===== src/rtl/serial_subtractor.sv =====
// Bit-serial A - B - Bin, LSB first; done pulses WIDTH+1 cycles after start is accepted.
// No backpressure: start is ignored while busy, and Diff/Bout/Ovf hold until the next done.
module serial_subtractor #(
  parameter int WIDTH = 4
) (
  input  logic             clk,
  input  logic             rst,
  input  logic             start,
  input  logic [WIDTH-1:0] A,
  input  logic [WIDTH-1:0] B,
  input  logic             Bin,
  output logic [WIDTH-1:0] Diff,
  output logic             Bout,
  output logic             Ovf,
  output logic             busy,
  output logic             done
);

  localparam int CW = $clog2(WIDTH + 1);
  localparam logic [CW-1:0] LAST = CW'(WIDTH - 1);

  typedef enum logic [1:0] {IDLE, RUN, DONE} state_t;

  state_t           state, state_nxt;
  logic [WIDTH-1:0] a_sh, b_sh;
  logic [WIDTH-2:0] d_sh;
  logic [WIDTH-1:0] d_new;
  logic [CW-1:0]    cnt;
  logic             br, br_nxt, bit_d, a0, b0, accept;

  assign a0     = a_sh[0];
  assign b0     = b_sh[0];
  assign bit_d  = a0 ^ b0 ^ br;
  assign br_nxt = (~a0 & b0) | (~(a0 ^ b0) & br);
  assign d_new  = {bit_d, d_sh};

  always_ff @(posedge clk or posedge rst) begin
    if (rst) state <= IDLE;
    else     state <= state_nxt;
  end

  always_comb begin
    state_nxt = state;
    busy      = 1'b0;
    done      = 1'b0;
    accept    = 1'b0;
    case (state)
      IDLE: begin
        if (start) begin
          accept    = 1'b1;
          state_nxt = RUN;
        end
      end
      RUN: begin
        busy = 1'b1;
        if (cnt == LAST) state_nxt = DONE;
      end
      DONE: begin
        done   = 1'b1;
        accept = start;
        state_nxt = start ? RUN : IDLE;
      end
      default: state_nxt = IDLE;
    endcase
  end

  always_ff @(posedge clk or posedge rst) begin
    if (rst) begin
      a_sh <= '0;
      b_sh <= '0;
      d_sh <= '0;
      br   <= 1'b0;
      cnt  <= '0;
      Diff <= '0;
      Bout <= 1'b0;
      Ovf  <= 1'b0;
    end else if (accept) begin
      a_sh <= A;
      b_sh <= B;
      d_sh <= '0;
      br   <= Bin;
      cnt  <= '0;
    end else if (state == RUN) begin
      a_sh <= a_sh >> 1;
      b_sh <= b_sh >> 1;
      d_sh <= d_new[WIDTH-1:1];
      br   <= br_nxt;
      cnt  <= cnt + CW'(1);
      // On the MSB step a0/b0 are the operand sign bits and bit_d is the result sign.
      if (cnt == LAST) begin
        Diff <= d_new;
        Bout <= br_nxt;
        Ovf  <= (a0 != b0) && (bit_d != a0);
      end
    end
  end

endmodule

===== config.mk =====
export PLATFORM = sky130hd
export DESIGN_NAME = serial_subtractor
export DESIGN_NICKNAME = d
export VERILOG_FILES = /design/src/rtl/serial_subtractor.sv
export SDC_FILE = /design/constraint.sdc
export NUM_CORES = 1
export LEC_CHECK = 0
export BUFFER_PORTS_ARGS = -buffer_cell sky130_fd_sc_hd__buf_2
export CAP_MARGIN = 20
export CORE_MARGIN = 8
export CORE_UTILIZATION = 43
export CTS_CLUSTER_DIAMETER = 200
export DETAILED_ROUTE_END_ITERATION = 7
export SLEW_MARGIN = 20
export SYNTH_ARGS = -nofsm -noshare
export SYNTH_HDL_FRONTEND = slang
export SYNTH_SLANG_ARGS = --single-unit

===== constraint.sdc =====
create_clock -name clk -period 3.6 [get_ports clk]
set_clock_uncertainty 0.05 [all_clocks]
set_input_delay 0.18 -clock clk [delete_from_list [all_inputs] [get_ports clk]]
set_output_delay 0.18 -clock clk [all_outputs]
set_load 0.01 [all_outputs]

==> results of run 1 <==
[layer usage]
layer	wire length, µm	global-route usage	up-vias	part of all wire
met3	80	0.0265	2	0.038
met4	10	0.0235	0	0.0048
met2	999	0.166	9	0.48
met5	0	0	-	0
met1	1010	0.132	355	0.48
li1	-	-	391	-
[metrics by stage]
step           worst slack, ns  utilization  hold slack, ns  power (mW)  std cells
2_1_floorplan             2.13            -           0.132       0.872        105
3_5_place_dp              1.96        0.492           0.359       0.987        149
6_report                  1.70        0.503         -0.0100        1.09        153
4_1_cts                   1.68        0.503          0.0200        1.10        153
5_1_grt                   1.51        0.503          0.0587        1.20        153
3_3_place_gp              2.02        0.492           0.355       0.970        149
[registers in the layout, summed over array words and instances, names as in the netlist]
name / cells
Bout: 1
Diff: 4
Ovf: 1
a_sh: 4
b_sh: 4
br: 1
cnt: 3
d_sh: 3
state: 2
[logic make-up after synthesis]
group | Yosys count | share of synthesized area
fa+ha+maj | 4 | 0.0507
mux | 13 | 0.125
simple gates | 22 | 0.108
buf+inv | 16 | 0.0684
flops | 23 | 0.507
xor+xnor | 2 | 0.0154
compound gates | 25 | 0.126
[power breakdown]
part,switching [mW],internal (mW)
combinational,0.221,0.255
sequential,0.119,0.377
clock,0.0713,0.0430
[placed cells by master (no fill, tap or decap), drive strengths merged, types with 2 or more instances in the layout]
| cell type | instances |
|---|---|
| ha | 3 |
| inv | 11 |
| nand2 | 7 |
| xnor2 | 2 |
| nand2b | 7 |
| nor2b | 3 |
| dfrtp | 23 |
| a21oi | 7 |
| clkbuf | 4 |
| buf | 19 |
| o21ai | 9 |
| a211oi | 2 |
| mux2i | 4 |
| mux2 | 9 |
| o22ai | 5 |
| nand3 | 2 |
[area by class of cell]
| cell class | count | area, µm² | share of cell area |
|---|---|---|---|
| flip-flops and latches | 23 | 576 | 0.458 |
| multi-input cells | 66 | 482 | 0.383 |
| repair buffers | 19 | 95.1 | 0.0756 |
| inverters | 11 | 41.3 | 0.0328 |
| well taps | 30 | 37.5 | 0.0299 |
| clock buffers | 4 | 26.3 | 0.0209 |
[worst max path at each step]
stage               slack, ns  cells past startpoint       to  startpoint
floorplan                2.13                      4  d_sh[2]     a_sh[0]
global placement         2.02                      5  d_sh[2]     b_sh[0]
detailed placement       1.96                      2  Diff[3]    state[0]
CTS                      1.68                      3     busy    state[0]
global route             1.51                      3     busy    state[0]
finish                   1.70                      3     busy    state[0]
[critical path, stage by stage, from the launching register on]
cell and delay, ns:
dfrtp_1 0.79, nand2b_1 0.33, inv_1 0.12, buf_2 0.13
==> results.sh, run 1 <==
export IMPL_status="finished, violations left"
export IMPL_failed_checks="hold timing"
export IMPL_fin_setup_tns_ns=0
export IMPL_r2r_end="Diff[3]"
export IMPL_postSynthAreaPerCell_um2=10.8
export IMPL_crit_required_ns=3.37
export IMPL_ys_async_sr_fraction=1.00
export IMPL_initial_core_util=0.454
export IMPL_cts_sinks=23
export IMPL_worst_pin_slew_ns=0.861
export IMPL_post_cts_setup_buffer_count=0
export IMPL_vias=757
export IMPL_grt_start_max_net_pins=25
export IMPL_yosysTopAreaCellShare=0.507
export IMPL_cts_tree="done"
export IMPL_fillers=234
export IMPL_antenna_left=0
export IMPL_regToRegSetupSlack_ns=1.96
export IMPL_post_synth_top_count_cell="dfrtp_1"
export IMPL_wl_um=2100
export IMPL_finalInstanceArea_um2=1260
export IMPL_firstDrtPassIters=4
export IMPL_syn_area_um2=1130
export IMPL_ys_warn_count=0
export IMPL_io_pins=20
export IMPL_coreArea_um2=2500
export IMPL_cts_resized=0
export IMPL_antenna_found_initial=0
export IMPL_rows=18
export IMPL_grt_pass1_vias=786
export IMPL_synth_seq_cells=23
export IMPL_numPortBuffers=19
export IMPL_die_h_um=67.4
export IMPL_maxCapViolations=0
export IMPL_via_per_inst=4.95
export IMPL_synth_cells=105
export IMPL_place_area_um2=1230
export IMPL_die_width_um=67.4
export IMPL_dp_hpwl_um=1510
export IMPL_finalHoldViolCount=23
export IMPL_path_max_fanout=24
export IMPL_period_share=0.528
export IMPL_relSlewSlack=0.426
export IMPL_drt_iter0_markers=32
export IMPL_track_usage=0.102
export IMPL_setup_viol=0
export IMPL_clock_root_buffer="clkbuf_4"
export IMPL_hold_buffers=0
export IMPL_fin_hold_ws_ns=-0.0100
export IMPL_clk_latency_ns=0.30
export IMPL_setup_worst_path_end_class="output port"
export IMPL_ff2ff_path_depth=2
export IMPL_hp_class="input port to async pin"
export IMPL_maxSlewViolCount=0
export IMPL_grt_pass1_wl_um=3620
export IMPL_p_leak_nw=0.610
export IMPL_diodes=0
export IMPL_final_nets=140
export IMPL_synth_largest_area_cell="dfrtp_1"
export IMPL_ys_seq_area_frac=0.507
export IMPL_avgRoutedWirePerCell_um=13.7
export IMPL_synth_common_cells="dfrtp_1, inv_1, mux2_2"
export IMPL_worstSetupStartpointType="flop"
export IMPL_areaGrowthSynthToFinish_pct=10.8
export IMPL_cts_buffers=3
export IMPL_clkTransAtPathRegs_ns=0.12
export IMPL_vdd_drop_max_mv=0.405
export IMPL_path_class="flop to output port"
export IMPL_period_minus_slack_ns=1.90
export IMPL_overflow=0
export IMPL_gp_congestion=0.711
export IMPL_synth_edf_count=0
export IMPL_synth_area_leaders="dfrtp_1, mux2_2, nand2b_1"
export IMPL_cp_arrival_ns=1.67
export IMPL_drt_drc_violations_left=0
export IMPL_fmax_mhz=526
export IMPL_synthFlopType="dfrtp_1"
export IMPL_r2r_start="state[0]"
export IMPL_p_per_area_nw_per_um2=864
export IMPL_rsz0062_at_grt="false"
export IMPL_drive_gt1_frac=0.268
export IMPL_htree_levels=1
export IMPL_die_area_um2=4540
export IMPL_ys_types=25
export IMPL_synthesis_nets=121
export IMPL_cts_buffer_depth=2
Power figures use the tool's default switching activity.
==> run 2: changes to the inputs <==
--- a/config.mk
+++ b/config.mk
@@ -11,6 +11,7 @@
 export CORE_UTILIZATION = 43
 export CTS_CLUSTER_DIAMETER = 200
 export DETAILED_ROUTE_END_ITERATION = 7
+export PLACE_DENSITY = 0.66
 export SLEW_MARGIN = 20
 export SYNTH_ARGS = -nofsm -noshare
 export SYNTH_HDL_FRONTEND = slang
==> constraint.sdc (replaced) <==
create_clock -name clk -period 1.55 [get_ports clk]
set_clock_uncertainty 0.05 [all_clocks]
set_input_delay 0.0775 -clock clk [delete_from_list [all_inputs] [get_ports clk]]
set_output_delay 0.0775 -clock clk [all_outputs]
set_load 0.01 [all_outputs]
==> run 2 against run 1 <==
The run now ends clean. Combinational power grew to 2.9 times the previous value. Sequential power increased by 120%. Total power increased to 2.5 times the previous value. Hold slack better by 0.030 ns. Clock power increased by 140%. Largest power group is now combinational cells.
==> results.sh, run 2 (synthesis results as in run 1) <==
export IMPL_rows=18
export IMPL_dr_wl_met3_um=171
export IMPL_cp_arrival_ns=1.67
export IMPL_cts_buffers=3
export IMPL_crit_required_ns=1.69
export IMPL_path_cells="inv_2 > fa_1 > mux2_4 > nand2_2 > o21ai_1"
export IMPL_regArea_um2=577
export IMPL_final_util=0.567
export IMPL_cts_buffer_depth=2
export IMPL_final_common_cell="dfrtp_1"
export IMPL_drt_drc_violations_left=0
export IMPL_antenna_left=0
export IMPL_cp_slowest_cell="fa_1"
export IMPL_die_width_um=67.4
export IMPL_fillers=217
export IMPL_multi_input_area_um2=497
export IMPL_setup_worst_path_end_class="flop"
export IMPL_finalInstanceArea_um2=1420
export IMPL_final_nets=156
export IMPL_final_cell_mix="dfrtp_1, buf_2, inv_1"
export IMPL_cts_sinks=23
export IMPL_drt_iter0_markers=57
export IMPL_maxSlewViolCount=0
export IMPL_vias=857
export IMPL_worst_pin_slew_ns=0.295
export IMPL_routedLengthMet1_um=992
export IMPL_die_h_um=67.4
export IMPL_fmax_mhz=655
export IMPL_p_leak_nw=0.698
export IMPL_top_layer="met4"
export IMPL_setup_viol=0
export IMPL_path_class="flop to flop"
export IMPL_p_per_area_nw_per_um2=1930
export IMPL_numPortBuffers=19
export IMPL_place_area_um2=1280
export IMPL_layoutNonFillerInstCount=169
export IMPL_grt_start_max_net_pins=24
export IMPL_period_minus_slack_ns=1.53
export IMPL_dp_slack_ns=0.0347
export IMPL_gp_congestion=0.714
export IMPL_clock_root_buffer="clkbuf_4"
export IMPL_areaGrowthSynthToFinish_pct=24.8
export IMPL_dp_cells=156
export IMPL_fin_hold_ws_ns=0.0204
export IMPL_reg_top3="Diff x4, a_sh x4, b_sh x4"
export IMPL_clkTransAtPathRegs_ns=0.13
export IMPL_hp_class="input port to flop"
export IMPL_drive_gt1_frac=0.309
export IMPL_track_usage=0.118
export IMPL_status="finished, final reports clean"
export IMPL_overflow=0
export IMPL_maxCapViolations=0
export IMPL_diodes=0
export IMPL_dp_hpwl_um=1630
export IMPL_met2WireLength_um=1220
export IMPL_clk_latency_ns=0.30
export IMPL_initial_core_util=0.454
export IMPL_relSlewSlack=0.804
export IMPL_coreArea_um2=2500
export IMPL_wl_um=2400
export IMPL_cts_tree="done"
export IMPL_die_area_um2=4540
export IMPL_grt_pass1_wl_um=4080
export IMPL_finalHoldViolCount=0
export IMPL_via_per_inst=5.07
export IMPL_firstDrtPassIters=4
export IMPL_vdd_drop_max_mv=0.961
export IMPL_avgRoutedWirePerCell_um=14.2
export IMPL_grt_pass1_vias=884
export IMPL_worst_slack_ns=0.0241
export IMPL_slowest_delay_ns=0.53
export IMPL_antenna_found_initial=0
export IMPL_htree_levels=1
export IMPL_period_share=0.984
export IMPL_rsz0062_at_grt="true"
export IMPL_worstSetupStartpointType="flop"
export IMPL_path_max_fanout=3
export IMPL_io_pins=20
run 2: final cells by class:
| class | count | share of cell area |
|---|---|---|
| multi-input combinational | 66 | 0.351 |
| timing repair buffer | 35 | 0.168 |
| inverter | 11 | 0.0292 |
| clock buffer | 4 | 0.0186 |
| sequential | 23 | 0.407 |
| tap | 30 | 0.0265 |
run 2: critical path: cells and delay by family, from the launching register on:
kind | cells | cell delay, ns
buf+inv | 1 | 0.05
fa+ha+maj | 1 | 0.53
simple gates | 1 | 0.05
flops | 1 | 0.39
mux | 1 | 0.30
compound gates | 1 | 0.05
run 2: report_power, final:
part	switching (mW)	internal [mW]	total [mW]
Sequential	0.211	0.880	1.09
Combinational	0.650	0.728	1.38
Clock	0.171	0.100	0.272
Total	1.03	1.71	2.74
run 2: per-layer routing:
| metal | GRT usage | vias to the layer above |
|---|---|---|
| met1 | 0.136 | 409 |
| met4 | 0.0366 | 0 |
| met2 | 0.207 | 22 |
| met3 | 0.0331 | 4 |
| li1 | - | 422 |
| met5 | 0 | - |
run 2: worst paths after layout:
check | cells after the start | start | slack, ns | end
worst min-delay path | 3 | Bin | 0.02 | br
worst max-delay path | 5 | b_sh[0] | 0.02 | d_sh[2]
worst min register to register | 2 | Ovf | 0.45 | Ovf
max in group asynchronous | 4 | rst | 0.89 | state[0]
worst max register to register | 5 | b_sh[0] | 0.02 | d_sh[2]
min in group asynchronous | 4 | rst | 0.31 | b_sh[1]
run 2: timing repair:
item,CTS,global route
hold buffers,9,0
gates resized for setup,0,6
setup buffers,0,0
endpoints found under the setup margin,0,6
hold endpoints to repair,31,0
run 2: through the flow:
stage,TNS (ns),power [mW]
after floorplan,0,2.03
after CTS,0,2.70
after detailed placement,0,2.40
after global routing,-0.0215,3.00
final,0,2.74
after global placement,0,2.35
==> run 3: changes to the inputs <==
==> constraint.sdc (replaced) <==
create_clock -name clk -period 1.55 [get_ports clk]
set_clock_uncertainty 0.05 [all_clocks]
set_input_delay 0.31 -clock clk [delete_from_list [all_inputs] [get_ports clk]]
set_output_delay 0.31 -clock clk [all_outputs]
set_load 0.01 [all_outputs]
==> run 3 against run 2 <==
Register-to-register slack improved by 0.04 ns. Clock power increased by 4%. Fmax increased by 1.0%. Critical path type is now flop to output port. Largest power group unchanged.
==> results.sh, run 3 (synthesis results as in run 1) <==
export IMPL_status="finished, final reports clean"
export IMPL_path_common_cell="buf_6"
export IMPL_place_area_um2=1310
export IMPL_path_class="flop to output port"
export IMPL_grt_start_max_net_pins=24
export IMPL_final_common_cell="dfrtp_1"
export IMPL_drt_drc_violations_left=0
export IMPL_cts_tree="done"
export IMPL_vias=862
export IMPL_cp_num_buf_inv=3
export IMPL_path_max_fanout=3
export IMPL_p_seq_frac=0.355
export IMPL_p_per_area_nw_per_um2=2030
export IMPL_path_cells="buf_6 > nand2b_4 > inv_2 > buf_6"
export IMPL_drt_iter0_markers=33
export IMPL_period_minus_slack_ns=1.51
export IMPL_drive_gt1_frac=0.408
export IMPL_coreArea_um2=2500
export IMPL_initial_core_util=0.454
export IMPL_antenna_found_initial=0
export IMPL_hp_class="input port to flop"
export IMPL_worst_pin_slew_ns=0.291
export IMPL_io_pins=20
export IMPL_grtUsageMet2=0.183
export IMPL_setup_viol=0
export IMPL_clockPowerShare=0.097
export IMPL_overflow=0
export IMPL_htree_levels=1
export IMPL_finalInstanceArea_um2=1440
export IMPL_maxCapViolations=0
export IMPL_rows=18
export IMPL_die_width_um=67.4
export IMPL_die_area_um2=4540
export IMPL_worstSetupStartpointType="flop"
export IMPL_grt_pass1_vias=883
export IMPL_cp_arrival_ns=1.15
export IMPL_relSlewSlack=0.806
export IMPL_crit_family="flip-flops"
export IMPL_gr_max_usage_layer="met2"
export IMPL_clock_root_buffer="clkbuf_4"
export IMPL_final_cell_mix="dfrtp_1, buf_2, buf_4"
export IMPL_swShare=0.360
export IMPL_crit_required_ns=1.19
export IMPL_cp_slowest_cell="dfrtp_1"
export IMPL_period_share=0.975
export IMPL_diodes=0
export IMPL_cts_buffer_depth=2
export IMPL_dp_cells=160
export IMPL_areaGrowthSynthToFinish_pct=26.7
export IMPL_regArea_um2=577
export IMPL_slowest_delay_ns=0.43
export IMPL_switchingPower_mw=1.05
export IMPL_grt_pass1_wl_um=3940
export IMPL_fillers=234
export IMPL_cts_sinks=23
export IMPL_finalHoldViolCount=0
export IMPL_gp_congestion=0.741
export IMPL_intPower_mw=1.87
export IMPL_antenna_left=0
export IMPL_cts_buffers=3
export IMPL_dp_hpwl_um=1590
export IMPL_multi_input_area_um2=498
export IMPL_avgRoutedWirePerCell_um=13.1
export IMPL_setup_worst_path_end_class="output port"
export IMPL_grtUsageMet3=0.0248
export IMPL_regToRegSetupSlack_ns=0.06
export IMPL_clk_latency_ns=0.31
export IMPL_fmax_mhz=662
export IMPL_wl_um=2260
export IMPL_reg_top3="Diff x4, a_sh x4, b_sh x4"
export IMPL_track_usage=0.111
export IMPL_vdd_drop_max_mv=1.08
export IMPL_combPwrFrac=0.549
export IMPL_p_leak_nw=0.709
export IMPL_final_nets=159
export IMPL_clkTransAtPathRegs_ns=0.13
export IMPL_die_h_um=67.4
export IMPL_firstDrtPassIters=4
export IMPL_via_per_inst=5.01
export IMPL_layoutNonFillerInstCount=172
export IMPL_numPortBuffers=19
export IMPL_maxSlewViolCount=0
export IMPL_use_met1=0.135
export IMPL_rsz0062_at_grt="true"
run 3: cell count changes in the layout (fill, tap and decap cells not counted), moves of 2 or more:
| cell | delta |
|---|---|
| buf_4 | +8 |
| dlygate4sd3_1 | -8 |
| buf_6 | +4 |
| inv_1 | -2 |
| inv_2 | +2 |
| nand2b_1 | -2 |
run 3: worst paths after layout:
| check | start | cells after the start | to |
|---|---|---|---|
| min reg2reg | Ovf | 2 | Ovf |
| min | B[2] | 3 | b_sh[2] |
| max reg2reg | cnt[0] | 4 | Diff[1] |
| max in group asynchronous | rst | 4 | state[0] |
| max | state[1] | 4 | busy |
| min in group asynchronous | rst | 4 | Diff[1] |
run 3: final cells by class:
| cell class | count | area share |
|---|---|---|
| flip-flops and latches | 23 | 0.401 |
| multi-input cells | 66 | 0.346 |
| repair buffers | 38 | 0.179 |
| inverters | 11 | 0.0287 |
| well taps | 30 | 0.0261 |
| clock buffers | 4 | 0.0183 |
run 3: power by group through the flow:
stage	sequential (mW)	combinational (mW)	clock, mW
floorplan	1.08	0.950	0
finish	1.04	1.60	0.282
CTS	1.03	1.49	0.292
detailed placement	1.07	1.37	0
global route	1.08	1.78	0.317
global placement	1.06	1.32	0
run 3: worst reg2reg max path, cell delays in order (launching register included):
cell and delay, ns:
dfrtp_1 0.41, ha_1 0.20, ha_1 0.20, nand3b_2 0.18, mux2_2 0.36
run 3: per-layer routing:
layer / routed length (µm) / share of wire
met1: 993 / 0.44
met5: 0 / 0
met4: 17 / 0.0075
met2: 1140 / 0.50
met3: 109 / 0.048
run 3: stage by stage:
step                       util  total power [mW]  worst slack [ns]  setup TNS [ns]  hold WS (ns)
final                     0.575              2.92            0.0393               0         0.221
after detailed placement  0.526              2.44            0.0403               0         0.320
after CTS                 0.556              2.81          -0.00799        -0.00799         0.207
after global placement    0.526              2.38            0.0810               0         0.313
after global routing      0.575              3.18           -0.0147         -0.0255         0.207
after floorplan               -              2.03            0.0752               0         0.262
run 3: timing repair:
item,CTS,global route
gates cloned,0,0
hold buffers,1,0
endpoints found under the hold margin,23,0
pin swaps,0,1
endpoints found under the setup margin,2,5
gates resized for setup,4,9
buffers inserted,3,4
